==> src/rtl/ysyx_23060187_ifu.sv <==
`default_nettype none
// ============================================================================
//  Module      : ysyx_23060187_ifu
//  Description : Instruction fetch unit. Takes one PC per handshake, issues an
//                AXI4-Lite-style AR/R read and hands inst/PC/fault to decode.
//  Revision    : 1.0 - initial release
// ============================================================================
module ysyx_23060187_ifu #(
    parameter logic [31:0] RESET_INST = 32'h00000000
) (
    input  logic        clk,
    input  logic        rst_n,
    input  logic [31:0] pc_in,
    input  logic        pc_valid,
    output logic        pc_ready,
    input  logic        flush,
    output logic [31:0] araddr,
    output logic        arvalid,
    input  logic        arready,
    input  logic [31:0] rdata,
    input  logic [1:0]  rresp,
    input  logic        rvalid,
    output logic        rready,
    output logic [31:0] inst,
    output logic [31:0] inst_pc,
    output logic        inst_fault,
    output logic        inst_valid,
    input  logic        inst_ready
);

    typedef enum logic [1:0] {
        S_IDLE = 2'd0,
        S_AR   = 2'd1,
        S_R    = 2'd2,
        S_OUT  = 2'd3
    } state_t;

    state_t      state_q, state_d;
    logic [31:0] araddr_q, araddr_d;
    logic        arvalid_q, arvalid_d;
    logic        rready_q, rready_d;
    logic [31:0] inst_q, inst_d;
    logic [31:0] inst_pc_q, inst_pc_d;
    logic        inst_fault_q, inst_fault_d;
    logic        inst_valid_q, inst_valid_d;
    logic        drop_q, drop_d;

    always_comb begin
        state_d      = state_q;
        araddr_d     = araddr_q;
        inst_d       = inst_q;
        inst_pc_d    = inst_pc_q;
        inst_fault_d = inst_fault_q;
        drop_d       = drop_q;

        case (state_q)
            S_IDLE: begin
                if (pc_valid) begin
                    araddr_d  = pc_in;
                    inst_pc_d = pc_in;
                    if (pc_in[1:0] != 2'b00) begin
                        inst_d       = RESET_INST;
                        inst_fault_d = 1'b1;
                        state_d      = S_OUT;
                    end else begin
                        state_d = S_AR;
                    end
                end
            end
            S_AR: begin
                // The address phase is never withdrawn; a flush only marks the beat for discard.
                if (flush) begin
                    drop_d = 1'b1;
                end
                if (arready) begin
                    state_d = S_R;
                end
            end
            S_R: begin
                if (flush) begin
                    drop_d = 1'b1;
                end
                if (rvalid) begin
                    if (drop_q || flush) begin
                        drop_d  = 1'b0;
                        state_d = S_IDLE;
                    end else begin
                        inst_d       = rdata;
                        inst_fault_d = (rresp != 2'b00);
                        state_d      = S_OUT;
                    end
                end
            end
            S_OUT: begin
                // A flush wins over a coincident inst_ready: no transfer happens.
                if (flush || inst_ready) begin
                    state_d = S_IDLE;
                end
            end
            default: begin
                state_d = S_IDLE;
            end
        endcase

        arvalid_d    = (state_d == S_AR);
        rready_d     = (state_d == S_R);
        inst_valid_d = (state_d == S_OUT);
    end

    always_ff @(posedge clk or negedge rst_n) begin
        if (!rst_n) begin
            state_q      <= S_IDLE;
            araddr_q     <= 32'h0;
            arvalid_q    <= 1'b0;
            rready_q     <= 1'b0;
            inst_q       <= RESET_INST;
            inst_pc_q    <= 32'h0;
            inst_fault_q <= 1'b0;
            inst_valid_q <= 1'b0;
            drop_q       <= 1'b0;
        end else begin
            state_q      <= state_d;
            araddr_q     <= araddr_d;
            arvalid_q    <= arvalid_d;
            rready_q     <= rready_d;
            inst_q       <= inst_d;
            inst_pc_q    <= inst_pc_d;
            inst_fault_q <= inst_fault_d;
            inst_valid_q <= inst_valid_d;
            drop_q       <= drop_d;
        end
    end

    assign pc_ready   = (state_q == S_IDLE);
    assign araddr     = araddr_q;
    assign arvalid    = arvalid_q;
    assign rready     = rready_q;
    assign inst       = inst_q;
    assign inst_pc    = inst_pc_q;
    assign inst_fault = inst_fault_q;
    assign inst_valid = inst_valid_q;

endmodule
`default_nettype wire

==> config.mk <==
export PLATFORM = sky130hd
export DESIGN_NAME = ysyx_23060187_ifu
export DESIGN_NICKNAME = d
export VERILOG_FILES = /design/src/rtl/ysyx_23060187_ifu.sv
export SDC_FILE = /design/constraint.sdc
export NUM_CORES = 1
export LEC_CHECK = 0
export CORE_MARGIN = 1
export CORE_UTILIZATION = 39
export DETAILED_ROUTE_END_ITERATION = 10
export GPL_TIMING_DRIVEN = 0
export PLACE_DENSITY = 0.81
export SYNTH_ARGS = -nofsm -noshare
export SYNTH_HDL_FRONTEND = slang
export SYNTH_SLANG_ARGS = --single-unit
==> constraint.sdc <==
create_clock -name clk -period 2 [get_ports clk]
set_input_delay 0.2 -clock clk [delete_from_list [all_inputs] [get_ports clk]]
set_output_delay 0.2 -clock clk [all_outputs]
set_load 0.01 [all_outputs]
==> summary.log, run 1 <==
[status] result of the run finished, final reports clean
[floorplan] starting density of the core 0.4054
[clocking] CTS buffer count 9
[floorplan] count of boundary I/O pins 174
[setup_path] Crit Path Max Fanout 4
[yosys] Synth Cell Area 3149 µm²
[worst_hold_path] HP Start rdata[11]
[detailed_routing] Vias/cell 4.615
[layout] Finished Cell Area 5271 µm²
[floorplan] floorplan die height 91.86 µm
[clocking] clock latency reported for the late side of the worst-skew pair 0.34 ns
[clocking] CTS Root Buffer Type sky130_fd_sc_hd__clkbuf_8
[clocking] Post-CTS Setup Inserts 0
[setup_path] minimum setup slack among reg-to-reg paths 0.22 ns
[setup_path] startpoint of the worst-slack reg-to-reg timing path state_q[0]$_DFF_PN0_
[yosys] fraction of the yosys area taken by sequential cells 0.5642
[sta] worst-margin pin slew 0.8647 ns
[global_routing] initial antenna violation count 0
[worst_hold_path] Worst Hold Class in -> reg
[global_routing] aggregate global-route resource usage 0.1931
[floorplan] die footprint 8438 µm²
[sta] worst rel slew slack 0.4235
[yosys] number of warnings reported in the yosys synthesis log 0
[floorplan] width of the die 91.86 µm
[sta] final hold violation count 0
[setup_path] Critical Path End Type output port
[placed_design] sum of net half-perimeters after detailed placement 6.066 mm
[sta] unrepaired setup endpoints after global routing false
[sta] post-route clock skew 0.01283 ns
[worst_hold_path] Worst Hold Depth 3
[placed_design] weighted congestion at the end of routability-driven global placement 0.7820
[placed_design] Post-Place Cells 557
[sta] Max Clk Rate 0.5356 GHz
[clocking] clock-pin transition on the worst setup and hold timing paths 0.09 ns
[yosys] post-synth cell types 29
[placed_design] worst slack at placement -0.01749 ns
[yosys] share of synthesized cell area in and, or, nand and nor gates 0.1001
[sta] Final setup violation count 0
[setup_path] category of the worst setup path launch point register
[layout] Finished Layout Cells 574
[yosys] Compound-Gate Fraction of Synth Area 0.09178
[yosys] post-synthesis average cell area 11.17 µm²
[setup_path] endpoint of the lowest-slack register-to-register path inst[3]$_DFFE_PN0P_
[floorplan] # rows 32
[layout] final-stage net count 545
[setup_path] worst stage delay on the critical path 0.57 ns
[sta] smallest hold slack 0.3926 ns
[yosys] largest family of logic cells by synthesized area multiplexers
[layout] layout cells sized above 1 0.2140
[clocking] Sink Count 71
[placed_design] number of port buffers 173
[detailed_routing] violation count after the first detailed-route iteration 89
[detailed_routing] Pre-Repair DR Iteration Count 4
[yosys] share of the synthesized netlist area taken by xor and xnor gates 0
[global_routing] first-pass GRT wire length 12.75 mm
[detailed_routing] vias after detailed routing 2649
[global_routing] via count of the first global-routing pass 2602
[layout] antenna cell count 0
[placed_design] Placed Instance Area 5006 µm²
[sta] time the worst path needs with I/O delays and setup 1.867 ns
[sta] Slew Limit Fails 0
[global_routing] gr ovfl total 0
[yosys] Gate Count Post-Synth 282
[clocking] maximum root-to-sink buffer count 2
[global_routing] pin count of the biggest net entering global routing 72
[clocking] TritonCTS clock tree done
[setup_path] Crit path arrival time 1.67 ns
[yosys] adder-cell share of the synthesized area 0.01986
[sta] post-route worst setup slack 0.1329 ns
[setup_path] required time at the worst-slack endpoint 1.80 ns
[flow_run] maximum capacitance violations 0
[setup_path] master of the slowest instance on the critical path sky130_fd_sc_hd__clkdlybuf4s50_1
[pwr] IR Drop Worst-Case VDD 986.9 µV
[setup_path] length in cells of the worst reg-to-reg path 6
[detailed_routing] routed wire length 7.839 mm
[pwr] total power density per cell area 1716 nW/µm²
[detailed_routing] number of nets with antenna violations after routing 0
[yosys] share of synthesized area spent on multiplexers 0.1144
[layout] P&R area growth vs syn 67.38%
[yosys] net count after synthesis 360
[pwr] Static Leak 2.292 nW
[worst_hold_path] hold endpoint inst[11]$_DFFE_PN0P_
[detailed_routing] total DRC errors in the routed layout 0
[sta] ratio of final minimum period to clock period 0.9335
[clocking] maximum level of the CTS H-tree 3
[yosys] number of storage elements in the synthesis netlist 71
[setup_path] crit-path cells inv_1 -> ha_1 -> clkdlybuf4s50_1
[setup_path] Critical Setup Path Class reg -> out
[detailed_routing] final routed wire length divided by cell count 13.66 µm
[floorplan] Core Footprint 7767 µm²
synthesized netlist by cell type (all sizes together):
master | n | area, µm²
a2111oi | 1 | 8.760
dfrtp | 71 | 1777
o21a | 1 | 7.510
nor2 | 5 | 18.77
inv | 4 | 15.01
nand4b | 1 | 8.760
nor2b | 2 | 12.51
or3b | 1 | 8.760
a32o | 1 | 10.01
o21ai | 34 | 200.2
o31ai | 1 | 7.510
buf | 40 | 307.8
a31oi | 1 | 6.260
o211a | 1 | 10.01
a21oi | 3 | 15.01
ha | 5 | 62.56
clkbuf | 6 | 22.52
a22o | 1 | 8.760
nand3 | 1 | 5.000
o211ai | 1 | 7.510
nand2 | 66 | 247.7
mux2 | 32 | 360.4
nor3b | 1 | 7.510
nand2b | 1 | 6.260
a21o | 1 | 7.510
state kept, by name (all words and copies together) (netlist names):
signal / count
arvalid: 1
drop_q: 1
inst: 32
inst_fault: 1
inst_pc: 32
inst_valid: 1
rready: 1
state_q: 2
worst max-delay path: cells and delay by family (launching register included):
kind	cells	cell delay, ns
buffers and inverters	2	0.71
adder cells (fa/ha/maj)	1	0.22
flip-flops	1	0.41
where the power goes:
part	total, mW	switching, mW	internal, mW
logic	5.04	2.02	3.02
registers	2.62	0.452	2.17
clock network	1.39	0.554	0.832
total	9.05	3.03	6.02
cell families (layout without fill, tap and decap cells):
| family | after synthesis | count (layout) |
|---|---|---|
| buffers and inverters | 50 | 240 |
| DFF | 71 | 71 |
| AOI/OAI and AO/OA | 46 | 46 |
| and+or+nand+nor | 78 | 78 |
| adders and majority gates | 5 | 5 |
| muxes | 32 | 32 |
per-stage QoR:
step | power [mW] | setup TNS, ns | utilization
global route | 9.620 | 0 | 0.6786
finish | 9.045 | 0 | 0.6786
global placement | 7.586 | -119.11 | 0.6448
detailed placement | 7.739 | -0.02096 | 0.6445
floorplan | 5.046 | 0 | -
CTS | 9.141 | 0 | 0.6774
per-layer routing:
metal / wire (µm) / vias to the layer above / track usage
li1: - / 1281 / -
met1: 3163 / 1253 / 0.2356
met2: 4075 / 105 / 0.3358
met3: 503 / 10 / 0.04643
met4: 97 / 0 / 0.06120
met5: 0 / - / 0
layout by cell type (no fill, tap or decap), types with 2 or more instances in the layout:
cell type	Yosys	layout
sky130_fd_sc_hd__mux2_2	32	32
sky130_fd_sc_hd__o21ai_2	8	8
sky130_fd_sc_hd__clkinv_4	0	3
sky130_fd_sc_hd__nand2_1	66	66
sky130_fd_sc_hd__inv_1	4	4
sky130_fd_sc_hd__nor2_1	5	5
sky130_fd_sc_hd__clkdlybuf4s50_1	0	172
sky130_fd_sc_hd__bufinv_16	0	3
sky130_fd_sc_hd__clkbuf_8	0	9
sky130_fd_sc_hd__buf_4	32	33
sky130_fd_sc_hd__o21ai_1	4	4
sky130_fd_sc_hd__buf_6	5	5
sky130_fd_sc_hd__a21oi_1	3	3
sky130_fd_sc_hd__dfrtp_1	71	71
sky130_fd_sc_hd__nor2b_1	2	2
sky130_fd_sc_hd__clkbuf_2	0	7
sky130_fd_sc_hd__ha_1	5	5
sky130_fd_sc_hd__o21ai_0	22	22
how the worst max path moves through the flow:
| stage | start | slack [ns] | endpoint |
|---|---|---|---|
| global placement | rst_n | -1.68 | inst_pc[27]$_DFFE_PN0P_ |
| detailed placement | rvalid | -0.02 | inst[3]$_DFFE_PN0P_ |
| floorplan | state_q[0]$_DFF_PN0_ | 0.32 | inst_pc[0]$_DFFE_PN0P_ |
| global route | state_q[0]$_DFF_PN0_ | 0.02 | inst[3]$_DFFE_PN0P_ |
| finish | state_q[0]$_DFF_PN0_ | 0.13 | pc_ready |
| CTS | state_q[0]$_DFF_PN0_ | 0.05 | inst_pc[20]$_DFFE_PN0P_ |
layout make-up:
| cell class | instances | area [µm²] |
|---|---|---|
| multi-input cells | 161 | 1028 |
| flip-flops and latches | 71 | 1777 |
| well taps | 102 | 127.6 |
| clock buffers | 9 | 123.9 |
| fillers | 605 | 2496 |
| plain buffers | 46 | 339.1 |
| clock inverters | 7 | 121.4 |
| inverters | 4 | 15.01 |
| repair buffers | 174 | 1739 |
what timing repair did:
| item | in CTS | in global routing |
|---|---|---|
| gates resized for setup | 0 | 13 |
| setup endpoints to repair | 0 | 55 |
| hold buffers | 1 | 0 |
| endpoints found under the hold margin | 3 | 0 |
Power figures use the tool's default switching activity.
==> run 2: changes to the inputs <==
--- a/config.mk
+++ b/config.mk
@@ -9,7 +9,7 @@
 export CORE_UTILIZATION = 39
 export DETAILED_ROUTE_END_ITERATION = 10
 export GPL_TIMING_DRIVEN = 0
-export PLACE_DENSITY = 0.81
+export PLACE_DENSITY = 0.91
 export SYNTH_ARGS = -nofsm -noshare
 export SYNTH_HDL_FRONTEND = slang
 export SYNTH_SLANG_ARGS = --single-unit
==> run 2 against run 1 <==
Against the previous run: the run now ends with hold timing left; clock power down 18%; global-route usage grew 1.0 points; total power is 2.3% lower; worst hold slack worse by 0.41 ns; setup slack got worse by 0.0038 ns; final cell count fell by 0.35%; utilization is 0.68 points lower; fmax fell by 0.20%; cell area is 1.0% lower; sequential cell count is the same; wire length increased by 4.1%; via count grew 1.2%; largest cell class unchanged; largest power group unchanged.
==> summary.log, run 2 (synthesized netlist as in run 1, its figures left out) <==
[status] result of the run finished, violations left [was finished, final reports clean]
[status] violated checks hold timing
[global_routing] met1 Track Usage GR 0.2422 [was 0.2356]
[global_routing] first-pass GRT wire length 13.50 mm [was 12.75 mm]
[layout] sequential standard cell area 1777 µm² [unchanged]
[layout] final-stage net count 544 [was 545]
[clocking] clock-pin transition on the worst setup and hold timing paths 0.07 ns [was 0.09 ns]
[detailed_routing] final routed wire length divided by cell count 14.27 µm [was 13.66 µm]
[global_routing] M3 GR Usage 0.04395 [was 0.04643]
[placed_design] sum of net half-perimeters after detailed placement 6.335 mm [was 6.066 mm]
[clocking] CTS Root Buffer Type sky130_fd_sc_hd__clkbuf_8 [unchanged]
[detailed_routing] total DRC errors in the routed layout 0 [unchanged]
[layout] Util after Layout 0.6719 [was 0.6786]
[global_routing] Global Route met2 Usage 0.3663 [was 0.3358]
[layout] count of fill cells added during filler insertion 621 [was 605]
[setup_path] Crit Path Max Fanout 4 [unchanged]
[placed_design] worst slack at placement -0.04471 ns [was -0.01749 ns]
[placed_design] Placed Instance Area 5006 µm² [unchanged]
[floorplan] starting density of the core 0.4054 [unchanged]
[setup_path] Critical Path End Type output port [unchanged]
[global_routing] via count of the first global-routing pass 2713 [was 2602]
[global_routing] most crowded layer after global routing met2 [unchanged]
[floorplan] die footprint 8438 µm² [unchanged]
[layout] layout cells sized above 1 0.2128 [was 0.2140]
[placed_design] weighted congestion at the end of routability-driven global placement 0.7771 [was 0.7820]
[layout] most frequent standard cell in the layout excluding fill and tap cells sky130_fd_sc_hd__clkdlybuf4s50_1 [unchanged]
[sta] ratio of final minimum period to clock period 0.9354 [was 0.9335]
[global_routing] aggregate global-route resource usage 0.2031 [was 0.1931]
[detailed_routing] vias after detailed routing 2682 [was 2649]
[layout] Finished Cell Area 5219 µm² [was 5271 µm²]
[setup_path] category of the worst setup path launch point register [unchanged]
[sta] post-route clock skew 0.007697 ns [was 0.01283 ns]
[detailed_routing] routed wire length 8.162 mm [was 7.839 mm]
[sta] smallest hold slack -0.01684 ns [was 0.3926 ns]
[sta] Slew Limit Fails 0 [unchanged]
[pwr] total power density per cell area 1693 nW/µm² [was 1716 nW/µm²]
[layout] area of combinational cells with multiple inputs 1033 µm² [was 1028 µm²]
[flow_run] maximum capacitance violations 0 [unchanged]
[setup_path] master of the slowest instance on the critical path sky130_fd_sc_hd__clkdlybuf4s50_1 [unchanged]
[sta] unrepaired setup endpoints after global routing false [unchanged]
[placed_design] Post-Place Cells 557 [unchanged]
[layout] Finished Layout Cells 572 [was 574]
[setup_path] Crit path arrival time 1.67 ns [about the same]
[pwr] Static Leak 2.264 nW [was 2.292 nW]
[detailed_routing] violation count after the first detailed-route iteration 91 [was 89]
[pwr] IR Drop Worst-Case VDD 712.4 µV [was 986.9 µV]
[global_routing] gr ovfl total 0 [unchanged]
[clocking] post-cts hold buffer count 0 [was 1]
[sta] final hold violation count 18 [was 0]
[layout] highest-count cells in the layout ignoring fill and taps sky130_fd_sc_hd__clkdlybuf4s50_1 (172), sky130_fd_sc_hd__dfrtp_1 (71), sky130_fd_sc_hd__nand2_1 (66) [unchanged]
[clocking] Sink Count 71 [unchanged]
[sta] Final setup violation count 0 [unchanged]
[sta] worst rel slew slack 0.4053 [was 0.4235]
[clocking] Post-CTS Setup Inserts 0 [unchanged]
[floorplan] count of boundary I/O pins 174 [unchanged]
[detailed_routing] number of nets with antenna violations after routing 0 [unchanged]
[detailed_routing] Pre-Repair DR Iteration Count 4 [unchanged]
[clocking] CTS buffer count 9 [unchanged]
[floorplan] width of the die 91.86 µm [unchanged]
[sta] time the worst path needs with I/O delays and setup 1.871 ns [was 1.867 ns]
[setup_path] Critical Setup Path Class reg -> out [unchanged]
[global_routing] initial antenna violation count 0 [unchanged]
[sta] worst-margin pin slew 0.8921 ns [was 0.8647 ns]
[floorplan] floorplan die height 91.86 µm [unchanged]
[clocking] clock latency reported for the late side of the worst-skew pair 0.33 ns [was 0.34 ns]
[sta] post-route worst setup slack 0.1292 ns [was 0.1329 ns]
[global_routing] pin count of the biggest net entering global routing 72 [unchanged]
[setup_path] crit-path cells inv_1 -> ha_1 -> clkdlybuf4s50_1 [unchanged]
[detailed_routing] Vias/cell 4.689 [was 4.615]
[clocking] maximum root-to-sink buffer count 2 [unchanged]
[setup_path] worst stage delay on the critical path 0.57 ns [about the same]
[floorplan] # rows 32 [unchanged]
[clocking] maximum level of the CTS H-tree 3 [unchanged]
[placed_design] number of port buffers 173 [unchanged]
[layout] antenna cell count 0 [unchanged]
[setup_path] required time at the worst-slack endpoint 1.80 ns [about the same]
[worst_hold_path] Worst Hold Class in -> async [was in -> reg]
[floorplan] Core Footprint 7767 µm² [unchanged]
[sta] Max Clk Rate 0.5345 GHz [was 0.5356 GHz]
[layout] P&R area growth vs syn 65.71% [was 67.38%]
[clocking] TritonCTS clock tree done [unchanged]
run 2: cell count changes in the layout (fill, tap and decap cells not counted):
cell	previous run	this run
sky130_fd_sc_hd__clkbuf_8	9	11
sky130_fd_sc_hd__a2111oi_1	1	0
sky130_fd_sc_hd__clkbuf_1	1	3
sky130_fd_sc_hd__buf_1	1	0
sky130_fd_sc_hd__clkinv_4	3	0
sky130_fd_sc_hd__a2111oi_2	0	1
sky130_fd_sc_hd__dlygate4sd3_1	1	0
sky130_fd_sc_hd__bufinv_16	3	1
sky130_fd_sc_hd__clkinvlp_4	0	1
run 2: final timing paths:
kind / slack [ns] / startpoint / endpoint / cells past startpoint
worst min register to register: 0.48 / inst[23]$_DFFE_PN0P_ / inst[23]$_DFFE_PN0P_ / 2
worst max register to register: 0.25 / state_q[1]$_DFF_PN0_ / inst_pc[14]$_DFFE_PN0P_ / 5
max in group asynchronous: 1.43 / rst_n / inst_valid$_DFF_PN0_ / 1
min in group clk: 0.41 / rdata[11] / inst[11]$_DFFE_PN0P_ / 3
worst min-delay path: -0.02 / rst_n / inst_pc[17]$_DFFE_PN0P_ / 1
worst max-delay path: 0.13 / state_q[1]$_DFF_PN0_ / pc_ready / 3
run 2: per-stage QoR:
step	total power, mW	hold WS [ns]	setup TNS [ns]
after global routing	9.446	0.06340	0
after CTS	8.918	0.02364	0
after global placement	7.565	0.4595	-114.14
after floorplan	5.046	-0.09559	0
final	8.838	-0.01684	0
after detailed placement	7.749	0.3925	-0.08648
run 2: cell type report:
class	instances	share of cell area
clock buffer	12	0.02973
timing repair buffer	173	0.3313
multi-input combinational	161	0.1980
buffer	46	0.06497
inverter	4	0.002877
sequential	71	0.3404
tap	102	0.02445
clock inverter	3	0.008152
run 2: what timing repair did:
item                                   in CTS  in global routing
setup endpoints to repair                   1                 57
pin swaps                                   0                  0
endpoints found under the hold margin       0                  0
resized for setup                           1                 11
run 2: layer usage:
layer	routed length [µm]	vias up
met5	0	-
met4	97	0
met3	491	10
met2	4368	107
met1	3204	1287
li1	-	1278
run 2: power breakdown:
group	internal (mW)	total [mW]	leakage [nW]	switching [mW]
clock network	0.636	1.14	0.0985	0.506
logic	3.02	5.06	1.27	2.03
registers	2.17	2.64	0.892	0.471
run 2: critical path, delay by kind of cell (launching register included):
family	cells	cell delay (ns)
flops	1	0.42
fa+ha+maj	1	0.22
buf+inv	2	0.70
